### src/rtl/gpu_pkg.sv
// -----------------------------------------------------------------------------
// gpu_pkg
//  Shared types and constants for the GPU command sequencer:
//   - opcode_t     : 3-bit command opcode carried in cmd_data[26:24]
//   - seq_state_t  : sequencer FSM states
//   - point_t      : screen point {x[8:0], y[7:0]}
//   - GPU_XMAX/YMAX: default coordinate limits (320x240 drawing buffer)
//   - STAT_*       : bit positions inside the 32-bit status word
// -----------------------------------------------------------------------------
package gpu_pkg;

    typedef enum logic [2:0] {
        OP_CLEAR      = 3'd0,
        OP_SET_START  = 3'd1,
        OP_SET_END    = 3'd2,
        OP_SET_COLOR  = 3'd3,
        OP_MOVE_START = 3'd4,
        OP_MOVE_END   = 3'd5,
        OP_DRAW       = 3'd6,
        OP_FLIP       = 3'd7
    } opcode_t;

    typedef enum logic [1:0] {
        ST_IDLE       = 2'd0,
        ST_EXEC       = 2'd1,
        ST_DRAW_WAIT  = 2'd2,
        ST_CLEAR_WAIT = 2'd3
    } seq_state_t;

    localparam int GPU_XMAX = 319;
    localparam int GPU_YMAX = 239;

    typedef struct packed {
        logic [8:0] x;
        logic [7:0] y;
    } point_t;

    // Status word layout: {16'b0, err, busy, full, empty, back_sel, 3'b0, count[7:0]}
    localparam int STAT_ERR   = 15;
    localparam int STAT_BUSY  = 14;
    localparam int STAT_FULL  = 13;
    localparam int STAT_EMPTY = 12;
    localparam int STAT_BACK  = 11;

    // Point payload: x in [16:8], y in [7:0]; bits [23:17] carry nothing.
    function automatic point_t payload_point(input logic [16:0] payload);
        point_t p;
        p.x = payload[16:8];
        p.y = payload[7:0];
        return p;
    endfunction

endpackage

### src/rtl/gpu_cmd_fifo.sv
// -----------------------------------------------------------------------------
// gpu_cmd_fifo
//  Synchronous FIFO holding command words for the sequencer. DEPTH must be a
//  power of two >= 2 so the read/write pointers wrap naturally.
//  Ports:
//   i_clk, i_rst      clock, synchronous active-high reset
//   i_push, i_data    write request / word (ignored while full)
//   i_pop             read request (ignored while empty)
//   o_data            head word (valid while !o_empty)
//   o_full, o_empty   occupancy flags derived from the registered count
//   o_count           number of stored words (0..DEPTH)
// -----------------------------------------------------------------------------
module gpu_cmd_fifo #(
    parameter int DEPTH = 4,
    parameter int WIDTH = 32,
    localparam int AW   = $clog2(DEPTH)
) (
    input  logic             i_clk,
    input  logic             i_rst,
    input  logic             i_push,
    input  logic [WIDTH-1:0] i_data,
    input  logic             i_pop,
    output logic [WIDTH-1:0] o_data,
    output logic             o_full,
    output logic             o_empty,
    output logic [AW:0]      o_count
);

    localparam logic [AW:0] FULL_CNT = DEPTH[AW:0];

    logic [WIDTH-1:0] r_mem [DEPTH];
    logic [AW-1:0]    r_wr_ptr;
    logic [AW-1:0]    r_rd_ptr;
    logic [AW:0]      r_count;
    logic             w_do_push;
    logic             w_do_pop;

    // A pop in the full cycle frees the slot only from the next cycle on,
    // because the flags are derived from the registered count.
    assign w_do_push = i_push && !o_full;
    assign w_do_pop  = i_pop && !o_empty;

    assign o_full  = (r_count == FULL_CNT);
    assign o_empty = (r_count == {(AW+1){1'b0}});
    assign o_count = r_count;
    assign o_data  = r_mem[r_rd_ptr];

    // Storage array write
    always_ff @(posedge i_clk) begin
        if (i_rst) begin
            for (int i = 0; i < DEPTH; i++) begin
                r_mem[i] <= {WIDTH{1'b0}};
            end
        end else if (w_do_push) begin
            r_mem[r_wr_ptr] <= i_data;
        end else begin
            r_mem[r_wr_ptr] <= r_mem[r_wr_ptr];
        end
    end

    // Pointer and occupancy bookkeeping
    always_ff @(posedge i_clk) begin
        if (i_rst) begin
            r_wr_ptr <= {AW{1'b0}};
            r_rd_ptr <= {AW{1'b0}};
            r_count  <= {(AW+1){1'b0}};
        end else begin
            if (w_do_push) begin
                r_wr_ptr <= r_wr_ptr + AW'(1);
            end
            if (w_do_pop) begin
                r_rd_ptr <= r_rd_ptr + AW'(1);
            end
            case ({w_do_push, w_do_pop})
                2'b10:   r_count <= r_count + (AW+1)'(1);
                2'b01:   r_count <= r_count - (AW+1)'(1);
                default: r_count <= r_count;
            endcase
        end
    end

endmodule

### src/rtl/gpu_cmd_sequencer.sv
// -----------------------------------------------------------------------------
// gpu_cmd_sequencer
//  Queues 32-bit command words from the APB slave, keeps the pen state
//  (start/end point, colour, back-buffer select) and launches one drawing
//  engine job at a time with a start/done handshake.
//  Ports:
//   i_clk, i_rst                 clock, synchronous active-high reset
//   i_cmd_valid/i_cmd_data       command word offer; o_cmd_ready = queue not full
//   o_draw_start / i_draw_done   line engine handshake (one-cycle pulses)
//   o_clear_start / i_clear_done clear engine handshake (one-cycle pulses)
//   o_x0,o_y0,o_x1,o_y1          line endpoints
//   o_color                      24-bit RGB pen colour
//   o_back_sel                   buffer being drawn (front = ~back_sel)
//   o_status                     {16'b0, err, busy, full, empty, back_sel, 3'b0, count}
//  Command word: {[31:27] must be 0, [26:24] opcode, [23:0] payload}.
// -----------------------------------------------------------------------------
module gpu_cmd_sequencer
    import gpu_pkg::*;
#(
    parameter int FIFO_DEPTH = 4,
    parameter int XMAX       = GPU_XMAX,
    parameter int YMAX       = GPU_YMAX
) (
    input  logic        i_clk,
    input  logic        i_rst,
    input  logic        i_cmd_valid,
    input  logic [31:0] i_cmd_data,
    output logic        o_cmd_ready,
    output logic        o_draw_start,
    input  logic        i_draw_done,
    output logic        o_clear_start,
    input  logic        i_clear_done,
    output logic [8:0]  o_x0,
    output logic [7:0]  o_y0,
    output logic [8:0]  o_x1,
    output logic [7:0]  o_y1,
    output logic [23:0] o_color,
    output logic        o_back_sel,
    output logic [31:0] o_status
);

    localparam int AW = $clog2(FIFO_DEPTH);
    // Limits widened to the 10-bit sum width used by the saturating adders.
    localparam logic [9:0] XLIM = 10'(XMAX);
    localparam logic [9:0] YLIM = 10'(YMAX);

    // Queue interface
    logic        w_push;
    logic        w_pop;
    logic [31:0] w_head;
    logic        w_full;
    logic        w_empty;
    logic [AW:0] w_count;

    // Sequencer state and pen registers
    seq_state_t  r_state;
    logic [31:0] r_cmd;
    logic [8:0]  r_x0;
    logic [7:0]  r_y0;
    logic [8:0]  r_x1;
    logic [7:0]  r_y1;
    logic [23:0] r_color;
    logic        r_back_sel;
    logic        r_err;
    logic        r_draw_start;
    logic        r_clear_start;

    // Decoded fields of the command under execution
    opcode_t     w_op;
    point_t      w_pt;
    logic        w_set_oor;
    logic [31:0] w_status;

    // Clamp a point coordinate to the legal range.
    function automatic logic [8:0] clamp_x(input logic [8:0] x);
        if ({1'b0, x} > XLIM) begin
            return XLIM[8:0];
        end else begin
            return x;
        end
    endfunction

    function automatic logic [7:0] clamp_y(input logic [7:0] y);
        if ({2'b00, y} > YLIM) begin
            return YLIM[7:0];
        end else begin
            return y;
        end
    endfunction

    // Add with both operands zero-extended to 10 bits, so the sum can never
    // wrap before it is compared against the limit.
    function automatic logic [8:0] sat_add_x(input logic [8:0] a, input logic [8:0] b);
        logic [9:0] s;
        s = {1'b0, a} + {1'b0, b};
        if (s > XLIM) begin
            return XLIM[8:0];
        end else begin
            return s[8:0];
        end
    endfunction

    function automatic logic [7:0] sat_add_y(input logic [7:0] a, input logic [7:0] b);
        logic [9:0] s;
        s = {2'b00, a} + {2'b00, b};
        if (s > YLIM) begin
            return YLIM[7:0];
        end else begin
            return s[7:0];
        end
    endfunction

    // The FSM only pops from IDLE, so a job never overlaps the next command.
    assign w_push = i_cmd_valid && !w_full;
    assign w_pop  = (r_state == ST_IDLE) && !w_empty;

    gpu_cmd_fifo #(
        .DEPTH (FIFO_DEPTH),
        .WIDTH (32)
    ) u_fifo (
        .i_clk   (i_clk),
        .i_rst   (i_rst),
        .i_push  (w_push),
        .i_data  (i_cmd_data),
        .i_pop   (w_pop),
        .o_data  (w_head),
        .o_full  (w_full),
        .o_empty (w_empty),
        .o_count (w_count)
    );

    assign w_op      = opcode_t'(r_cmd[26:24]);
    assign w_pt      = payload_point(r_cmd[16:0]);
    assign w_set_oor = ({1'b0, w_pt.x} > XLIM) || ({2'b00, w_pt.y} > YLIM);

    // Sequencer FSM: pop, execute one command, wait for engine completion
    always_ff @(posedge i_clk) begin
        if (i_rst) begin
            r_state       <= ST_IDLE;
            r_cmd         <= 32'd0;
            r_x0          <= 9'd0;
            r_y0          <= 8'd0;
            r_x1          <= 9'd0;
            r_y1          <= 8'd0;
            r_color       <= 24'd0;
            r_back_sel    <= 1'b0;
            r_err         <= 1'b0;
            r_draw_start  <= 1'b0;
            r_clear_start <= 1'b0;
        end else begin
            // Start strobes are single-cycle unless re-armed below.
            r_draw_start  <= 1'b0;
            r_clear_start <= 1'b0;
            case (r_state)
                ST_IDLE: begin
                    if (!w_empty) begin
                        r_cmd   <= w_head;
                        r_state <= ST_EXEC;
                    end else begin
                        r_state <= ST_IDLE;
                    end
                end
                ST_EXEC: begin
                    r_state <= ST_IDLE;
                    if (r_cmd[31:27] != 5'd0) begin
                        // Malformed word: dropped, error is sticky until reset.
                        r_err <= 1'b1;
                    end else begin
                        case (w_op)
                            OP_CLEAR: begin
                                r_clear_start <= 1'b1;
                                r_state       <= ST_CLEAR_WAIT;
                            end
                            OP_SET_START: begin
                                r_x0 <= clamp_x(w_pt.x);
                                r_y0 <= clamp_y(w_pt.y);
                                if (w_set_oor) begin
                                    r_err <= 1'b1;
                                end
                            end
                            OP_SET_END: begin
                                r_x1 <= clamp_x(w_pt.x);
                                r_y1 <= clamp_y(w_pt.y);
                                if (w_set_oor) begin
                                    r_err <= 1'b1;
                                end
                            end
                            OP_SET_COLOR: begin
                                r_color <= r_cmd[23:0];
                            end
                            OP_MOVE_START: begin
                                r_x0 <= sat_add_x(r_x0, w_pt.x);
                                r_y0 <= sat_add_y(r_y0, w_pt.y);
                            end
                            OP_MOVE_END: begin
                                r_x1 <= sat_add_x(r_x1, w_pt.x);
                                r_y1 <= sat_add_y(r_y1, w_pt.y);
                            end
                            OP_DRAW: begin
                                r_draw_start <= 1'b1;
                                r_state      <= ST_DRAW_WAIT;
                            end
                            OP_FLIP: begin
                                r_back_sel <= ~r_back_sel;
                            end
                            default: begin
                                r_state <= ST_IDLE;
                            end
                        endcase
                    end
                end
                // Pen state is left untouched while an engine runs; only the
                // matching done pulse releases the wait.
                ST_DRAW_WAIT: begin
                    if (i_draw_done) begin
                        r_state <= ST_IDLE;
                    end else begin
                        r_state <= ST_DRAW_WAIT;
                    end
                end
                ST_CLEAR_WAIT: begin
                    if (i_clear_done) begin
                        r_state <= ST_IDLE;
                    end else begin
                        r_state <= ST_CLEAR_WAIT;
                    end
                end
                default: begin
                    r_state <= ST_IDLE;
                end
            endcase
        end
    end

    // Status word assembled from registered state only
    always_comb begin
        w_status             = 32'd0;
        w_status[STAT_ERR]   = r_err;
        w_status[STAT_BUSY]  = (r_state != ST_IDLE) || !w_empty;
        w_status[STAT_FULL]  = w_full;
        w_status[STAT_EMPTY] = w_empty;
        w_status[STAT_BACK]  = r_back_sel;
        w_status[7:0]        = 8'(w_count);
    end

    assign o_cmd_ready   = !w_full;
    assign o_draw_start  = r_draw_start;
    assign o_clear_start = r_clear_start;
    assign o_x0          = r_x0;
    assign o_y0          = r_y0;
    assign o_x1          = r_x1;
    assign o_y1          = r_y1;
    assign o_color       = r_color;
    assign o_back_sel    = r_back_sel;
    assign o_status      = w_status;

endmodule

### config.mk
export PLATFORM = sky130hd
export DESIGN_NAME = gpu_cmd_sequencer
export DESIGN_NICKNAME = d
export VERILOG_FILES = /design/src/rtl/gpu_pkg.sv /design/src/rtl/gpu_cmd_fifo.sv /design/src/rtl/gpu_cmd_sequencer.sv
export SDC_FILE = /design/constraint.sdc
export NUM_CORES = 1
export LEC_CHECK = 0
export ABC_AREA = 1
export BUFFER_PORTS_ARGS = -buffer_cell sky130_fd_sc_hd__buf_2
export CORE_UTILIZATION = 25
export DETAILED_ROUTE_END_ITERATION = 10
export PLACE_DENSITY_LB_ADDON = 0.12
export SLEW_MARGIN = 20
export SYNTH_ARGS = -nofsm -noshare
export SYNTH_HDL_FRONTEND = slang
export SYNTH_SLANG_ARGS = --single-unit
### constraint.sdc
create_clock -name i_clk -period 4.2 [get_ports i_clk]
set_input_delay 0.63 -clock i_clk [delete_from_list [all_inputs] [get_ports i_clk]]
set_output_delay 0.63 -clock i_clk [all_outputs]
set_load 0.01 [all_outputs]
Word-level counts from Yosys, hierarchy flattened
Memory sizes are Yosys's and may differ from the RTL's. A register that Yosys moved wholly into a read port is not among the register bits.
Cells that the tools add are included.
W data, S select, Z words.
{"block": "op_classes", "reduce_logical": 28, "n_addsub": 8, "order_cmp": 6, "muxes": 34, "eq_ne": 14, "bitwise": 5}
{"op": "$mux W32", "count": 2}
{"op": "$pmux W9 S2", "count": 2}
{"op": "$pmux W8 S2", "count": 2}
{"op": "$reduce_or A32 Y1", "count": 1}
{"op": "$mux W9", "count": 3}
{"op": "$mux W8", "count": 3}
{"op": "$add A9 B9 Y10", "count": 2}
{"op": "$gt A10 B9 Y1 const B", "count": 2}
{"op": "$add A8 B8 Y9", "count": 2}
{"op": "$gt A9 B8 Y1 const B", "count": 2}
{"op": "$eq A3 B3 Y1 const B", "count": 5}
{"op": "$mux W1", "count": 15}
{"op": "$reduce_and A3 Y1", "count": 5}
{"op": "$reduce_bool A2 Y1", "count": 6}
{"op": "$gt A9 B9 Y1 const B", "count": 1}
{"op": "$gt A8 B8 Y1 const B", "count": 1}
{"op": "$mux W2", "count": 4}
{"op": "$pmux W2 S4", "count": 1}
{"op": "$eq A2 B2 Y1 const B", "count": 3}
{"op": "$eq A3 B2 Y1 const B", "count": 2}
{"op": "$logic_not A3 Y1", "count": 2}
{"op": "$pmux W3 S2", "count": 1}
{"op": "$reduce_bool A5 Y1", "count": 1}
{"op": "$add A2 B1 Y2 const B", "count": 2}
{"op": "other kinds (15)", "count": 25}
{"block": "totals", "inputBits": 37, "reg_bits": 71, "wordCells": 109, "out_inout_bits": 94, "mem_bits_rw": 128, "mem_count": 1}
{"name": "u_fifo.r_mem", "words": 4, "word_bits": 32, "read_ports": 1, "rd_clocked_by_memory_dff": 1, "wr": 4, "line_no": "gpu_cmd_fifo.sv:31", "source": "logic [WIDTH-1:0] r_mem [DEPTH];"}

Longest topological paths before layout
{"block": "depth", "depth_word": 11, "ltp_mapped": 13, "mapped_depth_nobuf": 13}

Modules after synthesis
A second synthesis with hierarchy kept.
{"block": "hier_totals", "cells_unflattened": 1440, "area_unflattened_um2": 12179.2}
{"module": "gpu_cmd_fifo", "area_each_um2": 6268.5, "seq_area_each_um2": 4023.9, "instances": 1, "cells_per_inst": 587}
{"module": "gpu_cmd_sequencer", "area_each_um2": 5910.7, "seq_area_each_um2": 1921.8, "instances": 1, "cells_per_inst": 853}

Worst setup path before layout
Ideal clock, no wire load.
{"block": "synth_path", "path_kind": "register -> register", "startpoint": "register u_fifo.r_count[1] (netlist: u_fifo.o_count[1])", "endpoint": "memory u_fifo.r_mem[3][0], enable pin", "period_less_slack_ns": 3.617, "slack_ns": 0.583, "required_ns": 3.730, "stages_incl_launch_ff": 5, "setup_time_ns": 0.470, "arrival_ns": 3.147, "n_path_buf": 0, "cell_sequence": "dfxtp_1 > nor3_2 > inv_1 > nand2_2 > o31ai_1"}
{"item": "from (decl)", "line_no": "gpu_cmd_fifo.sv:34", "source": "logic [AW:0] r_count;"}
{"item": "from (signal assigned)", "line_no": "gpu_cmd_fifo.sv:66", "source": "r_count <= {(AW+1){1'b0}};"}
{"item": "from (signal assigned)", "line_no": "gpu_cmd_fifo.sv:75", "source": "2'b10: r_count <= r_count + (AW+1)'(1);"}
{"item": "from (signal assigned)", "line_no": "gpu_cmd_fifo.sv:76", "source": "2'b01: r_count <= r_count - (AW+1)'(1);"}
{"item": "to (decl)", "line_no": "gpu_cmd_fifo.sv:31"}

==> metrics.cfg <==
[floorplanning]
die_x_um=218
initial_utilization_pct=25.5
die_area_mm2=0.0474
die_h_um=218
core_mm2=0.0457
io_pins=131
rows=78

[layout]
stdcell_count=2117
final_cell_mix=306 x nor2_1, 160 x nand2_1, 155 x inv_1, 142 x o21ai_0, 128 x edfxtp_1
nNetsFinal=1571
nFillCells=4950
regArea_mm2=0.00591
n_antenna_cell=0
multi_input_area_mm2=0.00470
drive_above_1_share_pct=12.7
area_growth_pct=16.8
final_common_cell=nor2_1

[sta]
fin_worst_skew_ps=20.4
slew_headroom_pct=54.4
period_needed_ps=2530
setup_viol=0
worst_pin_slew_ps=678
max_freq_mhz=395
hold_violations=0
tns_ps=0
hold_slack_ps=406
fin_crit_sh_pct=60.3
slew_violations=0
rsz0062_at_grt=no

[global_routing]
grt_start_max_net_pins=69
grt_pass1_wl_mm=54.4
gr-usage-all-layers_pct=14.9
gr-total-overflow=0
grt_pass1_vias=9151
grt_antenna_before_repair=0

[yosys]
yosys_warnings=0
synth-edff-count=128
syn_inst=1411
ys_seq_area_share_pct=50.7
synth_ff_type=edfxtp_1
syn-cell-area_mm2=0.0116
synth_seq_cells=231
syn_avg_cell_area_um2=8.25
synth_cell_type_count=40
async_reset_ff_share_pct=0

[routing]
via_per_inst=4.45
drt-initial-drc-count=565
via_count=9421
firstDrtPassIters=5
drc=0
routed_wl_mm=35.5
drtAntennaViolNets=0
wl_per_cell_um=16.8

[place]
numPortBuffers=106
dp.cells=2063
dp_hpwl_mm=23.5
place_congestion=0.821

[cts]
tritoncts=done
clockBufferDepth=3
clkSinkCount=231
clock_latency_ps=570
cts_resized=0
cts_hold_buf=0
root_buffer=clkbuf_16
post_cts_buffers=0
cts_max_level=1
cts_buffers=29
path_clk_slew_ps=60

[power]
clkPwrFrac_pct=32.2
pwr-share-comb_pct=27.6
swShare_pct=36.7
seqPwrFrac_pct=40.2
vdd_ir_drop_max_v=0.000308
p_sw_mw=2.77
p_int_mw=4.77
p_leak_nw=5.77
powerDensity_mw_per_mm2=554

[worst_setup_path]
crit_path_cell_trace=inv_1 > nor3_2 > inv_1 > nand2_2 > nor2_1 > inv_2 > buf_4 > nor2_1 > nand2_1 > nand2_1 > buf_12
endpoint_kind=flop
reg2reg_from=u_fifo.o_count[2]
crit_buf_inv=5
path_class=reg -> reg
path_max_fanout=33
arrival_ps=2850
crit_family=simple AND/OR/NAND/NOR gates
worst_path_max_delay_cell=buf_4
cp-start-kind=flop
required_ps=4510
critPathMaxStageDelay_ps=390
worstSetupStartpoint=u_fifo.o_count[2]

[hold_path]
min_path_type=in -> reg
worstHoldStart=i_cmd_data[27]

[outcome]
status=finished, final reports clean

[run]
max-cap-violations=0

-- stage by stage --
stage / power, mW / utilization [%] / setup slack [ps] / cell area (um^2)
global route: 8.03 / 29.8 / 1410 / 13600
floorplan: 4.45 / - / 583 / 11700
CTS: 7.66 / 29.8 / 1600 / 13600
detailed placement: 5.20 / 27.7 / 1480 / 12700
finish: 7.53 / 29.8 / 1670 / 13600
global placement: 5.20 / 27.7 / 1510 / 12700
-- final timing paths --
check	cells after the start	to	slack [ps]
worst max-delay path	11	u_fifo.r_mem[0][22]	1670
worst min register to register	2	o_color[10]	440
worst max register to register	11	u_fifo.r_mem[0][22]	1670
worst min-delay path	3	u_fifo.r_mem[0][27]	410
-- cells in the mapped netlist (2+ instances only) --
master      n  share of area (%)
nor2_1    306                9.9
nand2_1   160                5.2
inv_1     158                5.1
o21ai_0   144                6.2
edfxtp_1  128                 33
dfxtp_1   103                 18
a21oi_1    85                3.7
nand3_1    65                2.8
a31oi_1    56                3.0
clkbuf_1   42                1.4
ha_1       35                3.8
buf_4      28                1.8
buf_2      16               0.69
nand4_1    11               0.59
xor2_1      9               0.68
nand3b_1    6               0.39
buf_1       5               0.16
buf_6       5               0.48
fa_1        5               0.86
inv_2       4               0.13
o21a_1      4               0.26
xnor2_1     4               0.30
a21oi_2     3               0.23
clkinv_1    3              0.097
o21ai_1     3               0.13
o21bai_1    3               0.19
nand2_2     2               0.11
nand2_4     2               0.19
nor3_1      2              0.086
nor3_2      2               0.17
nor3b_1     2               0.13
o22ai_1     2               0.11
-- power groups by stage --
stage	clock, mW	combinational [mW]	sequential, mW
after floorplan	0	1.55	2.90
after global placement	0	2.12	3.08
after detailed placement	0	2.12	3.08
after CTS	2.50	2.12	3.03
after global routing	2.59	2.38	3.06
final	2.42	2.08	3.03
-- cell type report --
type                       count  area share (%)
multi-input combinational    942            34.6
inverter                     165            4.56
clock buffer                  41            6.11
sequential                   231            43.5
clock inverter                13           0.709
tap                          600            5.52
timing repair buffer         125            5.04
-- registers in the layout, indices dropped and copies added (netlist names) --
register,count
o_clear_start,1
o_back_sel,1
r_err,1
r_state,2
u_fifo.o_count,3
o_y1,8
o_draw_start,1
o_x0,9
o_x1,9
o_color,24
r_cmd,32
u_fifo.r_mem,128
u_fifo.r_wr_ptr,2
u_fifo.r_rd_ptr,2
o_y0,8
-- tightest hold or removal path, stage by stage --
cell and delay (ps):
buf_2 70, inv_1 60, nor2_1 100
-- metal layers --
metal	vias to the layer above	GRT usage (%)	routed length, um
met5	-	0	0
met4	0	3.54	539
met3	40	2.06	1340
met2	159	24.4	16300
met1	4421	20.6	17400
li1	4801	-	-
-- logic make-up after synthesis --
family | after synthesis | share of synthesized area (%)
flops | 231 | 50.7
compound gates | 303 | 14.0
buf+inv | 261 | 9.82
other cells | 1 | 0.0322
xor+xnor | 13 | 0.978
fa+ha+maj | 40 | 4.62
simple gates | 562 | 19.8
No activity file was read; power rests on OpenSTA's default activity.
